### src/rtl/clk_div_8k_if.sv
// clk_div_8k_if: divided-clock output bundle
interface clk_div_8k_if;
    logic newclk;
    modport master(output newclk);
    modport slave(input newclk);
endinterface

### src/rtl/clk_div_8k.sv
// clk_div_8k: 50% duty divider, newclk toggles every HALF_PERIOD clk rising edges
module clk_div_8k #(
    parameter int HALF_PERIOD = 100,
    parameter int CNT_W = (HALF_PERIOD > 1) ? $clog2(HALF_PERIOD) : 1
) (
    input logic clk,
    input logic rst,
    clk_div_8k_if.master div
);
    localparam logic [CNT_W-1:0] LAST = CNT_W'(HALF_PERIOD - 1);
    logic [CNT_W-1:0] count;
    logic newclk;
    // Wrap only at the terminal compare so non-power-of-two ratios stay exact
    always_ff @(posedge clk or negedge rst)
        if (!rst) begin
            count <= '0;
            newclk <= 1'b0;
        end else if (count == LAST) begin
            count <= '0;
            newclk <= ~newclk;
        end else begin
            count <= count + 1'b1;
        end
    assign div.newclk = newclk;
endmodule

### src/flat_wrapper.sv
// flat-port wrapper written by rule: the top's interface ports become plain ports
module clk_div_8k_flat 
#(
    parameter int HALF_PERIOD = 100,
    parameter int CNT_W = (HALF_PERIOD > 1) ? $clog2(HALF_PERIOD) : 1
)
  (clk, rst, div_newclk);
  clk_div_8k_if div_i ();
  input logic clk;
  input logic rst;
  output wire logic [$bits(div_i.newclk)-1:0] div_newclk;
  assign div_newclk = div_i.newclk;
  clk_div_8k #(.HALF_PERIOD(HALF_PERIOD), .CNT_W(CNT_W)) u_core (.clk(clk), .rst(rst), .div(div_i));
endmodule
### config.mk
export PLATFORM = sky130hd
export DESIGN_NAME = clk_div_8k_flat
export DESIGN_NICKNAME = d
export VERILOG_FILES = /design/src/rtl/clk_div_8k_if.sv /design/src/rtl/clk_div_8k.sv /design/src/flat_wrapper.sv
export SDC_FILE = /design/constraint.sdc
export NUM_CORES = 1
export LEC_CHECK = 0
export ABC_AREA = 1
export CAP_MARGIN = 20
export CORE_AREA = 2 2 39 41
export DETAILED_ROUTE_END_ITERATION = 7
export DIE_AREA = 0 0 41 43
export PLACE_DENSITY = 0.44
export SYNTH_ARGS = -nofsm -noshare
export SYNTH_HDL_FRONTEND = slang
export SYNTH_SLANG_ARGS = --single-unit
### constraint.sdc
create_clock -name clk -period 1.3 [get_ports clk]
set_input_delay 0.39 -clock clk [delete_from_list [all_inputs] [get_ports clk]]
set_output_delay 0.39 -clock clk [all_outputs]
set_load 0.01 [all_outputs]
==> flow_metrics.env <==
export IMPL_drive_gt1_share_pct=14.5
export IMPL_via_per_inst=4.31
export IMPL_outcome="finished, final reports clean"
export IMPL_ys_types=9
export IMPL_synth_warning_count=0
export IMPL_arrival_ns=0.77
export IMPL_slew_violations=0
export IMPL_numCtsBuffers=3
export IMPL_syn_instance_count=50
export IMPL_hold_violations=0
export IMPL_worstReg2RegStart="u_core.count[0]$_DFF_PN0_"
export IMPL_p_switching_uw=99.7
export IMPL_irDropWorstVdd_mv=0.398
export IMPL_synthesis_nets=53
export IMPL_fp_dieArea_um2=1760
export IMPL_clock_skew_ns=0.00463
export IMPL_yosys_area_top_type="dfrtp_1"
export IMPL_crit_buf_inv=1
export IMPL_synth_xor_area_share_pct=4.49
export IMPL_power_uw=458
export IMPL_cp_cell_sequence="clkbuf_2"
export IMPL_grt_first_pass_wirelength_mm=1.32
export IMPL_synth_common_cells="11 x inv_1, 11 x nor2_1, 8 x dfrtp_1, 8 x nand2_1, 5 x nand3_1"
export IMPL_cap_violations=0
export IMPL_clock_power_share_pct=44.0
export IMPL_synth_ff_type="dfrtp_1"
export IMPL_crit_fanout=3
export IMPL_diodes=0
export IMPL_dieHeight_um=43
export IMPL_dp_cells=68
export IMPL_syn_cell_area_um2=390
export IMPL_area_growth_pct=16.7
export IMPL_num_io_pins=3
export IMPL_layout_min_cycle_time_ns=1.16
export IMPL_hold_path_class="primary input to async pin"
export IMPL_ant_nets=0
export IMPL_synth_top_family_by_area="simple AND/OR/NAND/NOR gates"
export IMPL_dr_first_iter_drc_count=2
export IMPL_track_usage_pct=11.9
export IMPL_grt_pass1_vias=318
export IMPL_wl_per_cell_um=9.51
export IMPL_fin_crit_sh_pct=89.6
export IMPL_grt_start_max_net_pins=9
export IMPL_placed_cell_area_um2=430
export IMPL_setup_violations_final=0
export IMPL_crit_path_max_incr_delay_ns=0.39
export IMPL_slew_headroom_pct=75.1
export IMPL_avgSynthCellArea_um2=7.81
export IMPL_utilization_pct=32.9
export IMPL_final_cells=71
export IMPL_cp_startpoint="u_core.div.newclk$_DFFE_PN0N_"
export IMPL_clk_latency_ns=0.26
export IMPL_cts_sinks=8
export IMPL_setup_tns_ns=0
export IMPL_ys_seq_area_share_pct=51.3
export IMPL_cts_tree="done"
export IMPL_critPathKind="flip-flop to output port"
export IMPL_seqPwrFrac_pct=54.4
export IMPL_cts_reportedPaths_clkPinSlew_ns=0.06
export IMPL_crit_family="flip-flops"
export IMPL_p_sw_share_pct=21.8
export IMPL_antenna_found_initial=0
export IMPL_layout_nets=60
export IMPL_globalplace_congestion=0.711
export IMPL_clockBufferDepth=2
export IMPL_synth_simple_area_share_pct=27.9
export IMPL_p_leak_uw=0.000247
export IMPL_portBuffers=2
export IMPL_cp_end_kind="output port"
export IMPL_core_um2=1380
export IMPL_synth_fa_ha_area_share_pct=3.21
export IMPL_drc_errors=0
export IMPL_rsz0062_at_grt="false"
export IMPL_synth_compound_area_share_pct=2.56
export IMPL_vias=306
export IMPL_p_comb_share_pct=1.6
export IMPL_detailed_place_hpwl_um=517
export IMPL_synth_top_area_share_pct=51.3
export IMPL_rows=14
export IMPL_synthTopCellsByArea="dfrtp_1 51%, inv_1 11%, nor2_1 11%"
export IMPL_powerDensity_nw_per_um2=1010
export IMPL_synth_edff_count=0
export IMPL_cpMaxStageDelayCell="dfrtp_1"
export IMPL_die_w_um=41
export IMPL_post_cts_buffers=0
export IMPL_worstSetupStartpointType="flip-flop"
export IMPL_worstPathRequired_ns=0.91
export IMPL_worstMarginPinSlew_ns=0.372
export IMPL_grt_overflow_total=0
export IMPL_p_int_uw=358
export IMPL_start_util_pct=28.2
export IMPL_h_tree_depth=1
export IMPL_max_freq_mhz=859
export IMPL_cts_root_buf="clkbuf_4"
export IMPL_ys_ff_latch=8
export IMPL_yosys_mux_area_fraction_pct=0
export IMPL_first_pass_iters=3
export IMPL_async_flop_share_pct=100
export IMPL_design_area_um2=455
export IMPL_wl_um=675
## per-stage QoR
stage          hold slack (ns)  setup WS, ns
3_3_place_gp             0.449        0.0297
4_1_cts                  0.431        0.0228
6_report                 0.407         0.135
2_1_floorplan           0.0944         0.276
3_5_place_dp             0.450        0.0335
5_1_grt                  0.455        0.0236
## final timing paths
check | to | slack [ns] | cells past startpoint
worst max-delay path | div_newclk | 0.14 | 1
worst min-delay path | u_core.count[3]$_DFF_PN0_ | 0.41 | 1
worst max register to register | u_core.count[4]$_DFF_PN0_ | 0.17 | 5
worst min register to register | u_core.count[0]$_DFF_PN0_ | 0.46 | 1
max in group asynchronous | u_core.count[6]$_DFF_PN0_ | 0.62 | 1
min in group clk | u_core.count[0]$_DFF_PN0_ | 0.46 | 1
## state kept, by name, indices dropped and copies added (netlist names)
register	flops
u_core.count	7
u_core.div.newclk	1
## what timing repair did
action	4_1_cts	5_1_grt
gates cloned	0	0
hold buffers	0	0
resized for setup	2	3
setup endpoints to repair	1	4
## cell families (layout without fill, tap and decap cells)
logic type | count (synthesis) | count (layout)
and+or+nand+nor | 26 | 26
buffers and inverters | 11 | 16
xor gates and xnor gates | 2 | 2
DFF | 8 | 8
adders and majority gates | 1 | 1
AOI/OAI and AO/OA | 2 | 2
## area by class of cell
type	count	area, um2
fillers	157	928
clock buffers	3	22.5
repair buffers	2	15.0
flip-flops and latches	8	200
inverters	11	41.3
well taps	16	20.0
multi-input cells	31	156
## power groups by stage
stage | Combinational (uW) | Clock [uW] | Sequential [uW]
4_1_cts | 8.22 | 206 | 249
3_5_place_dp | 8.15 | 0 | 254
2_1_floorplan | 0.000127 | 0 | 254
6_report | 7.42 | 201 | 249
3_3_place_gp | 8.26 | 0 | 254
5_1_grt | 9.14 | 217 | 249
## placed cells by master (no fill, tap or decap)
master / n
nor2_2: 3
clkbuf_2: 1
ha_1: 1
a21oi_1: 2
inv_1: 11
nor2_1: 10
dfrtp_1: 8
clkdlybuf4s50_1: 1
nand3_2: 1
nand3_1: 4
clkbuf_4: 3
nand2_1: 8
xor2_1: 2
## routing by layer
metal / share of wire, % / global-route usage, % / vias up
li1: - / - / 159
met2: 45 / 15.3 / 7
met5: 0 / 0 / -
met3: 5.5 / 4.71 / 4
met4: 3.1 / 10.0 / 0
met1: 46 / 14.6 / 136
(Power assumes the default switching activity.)
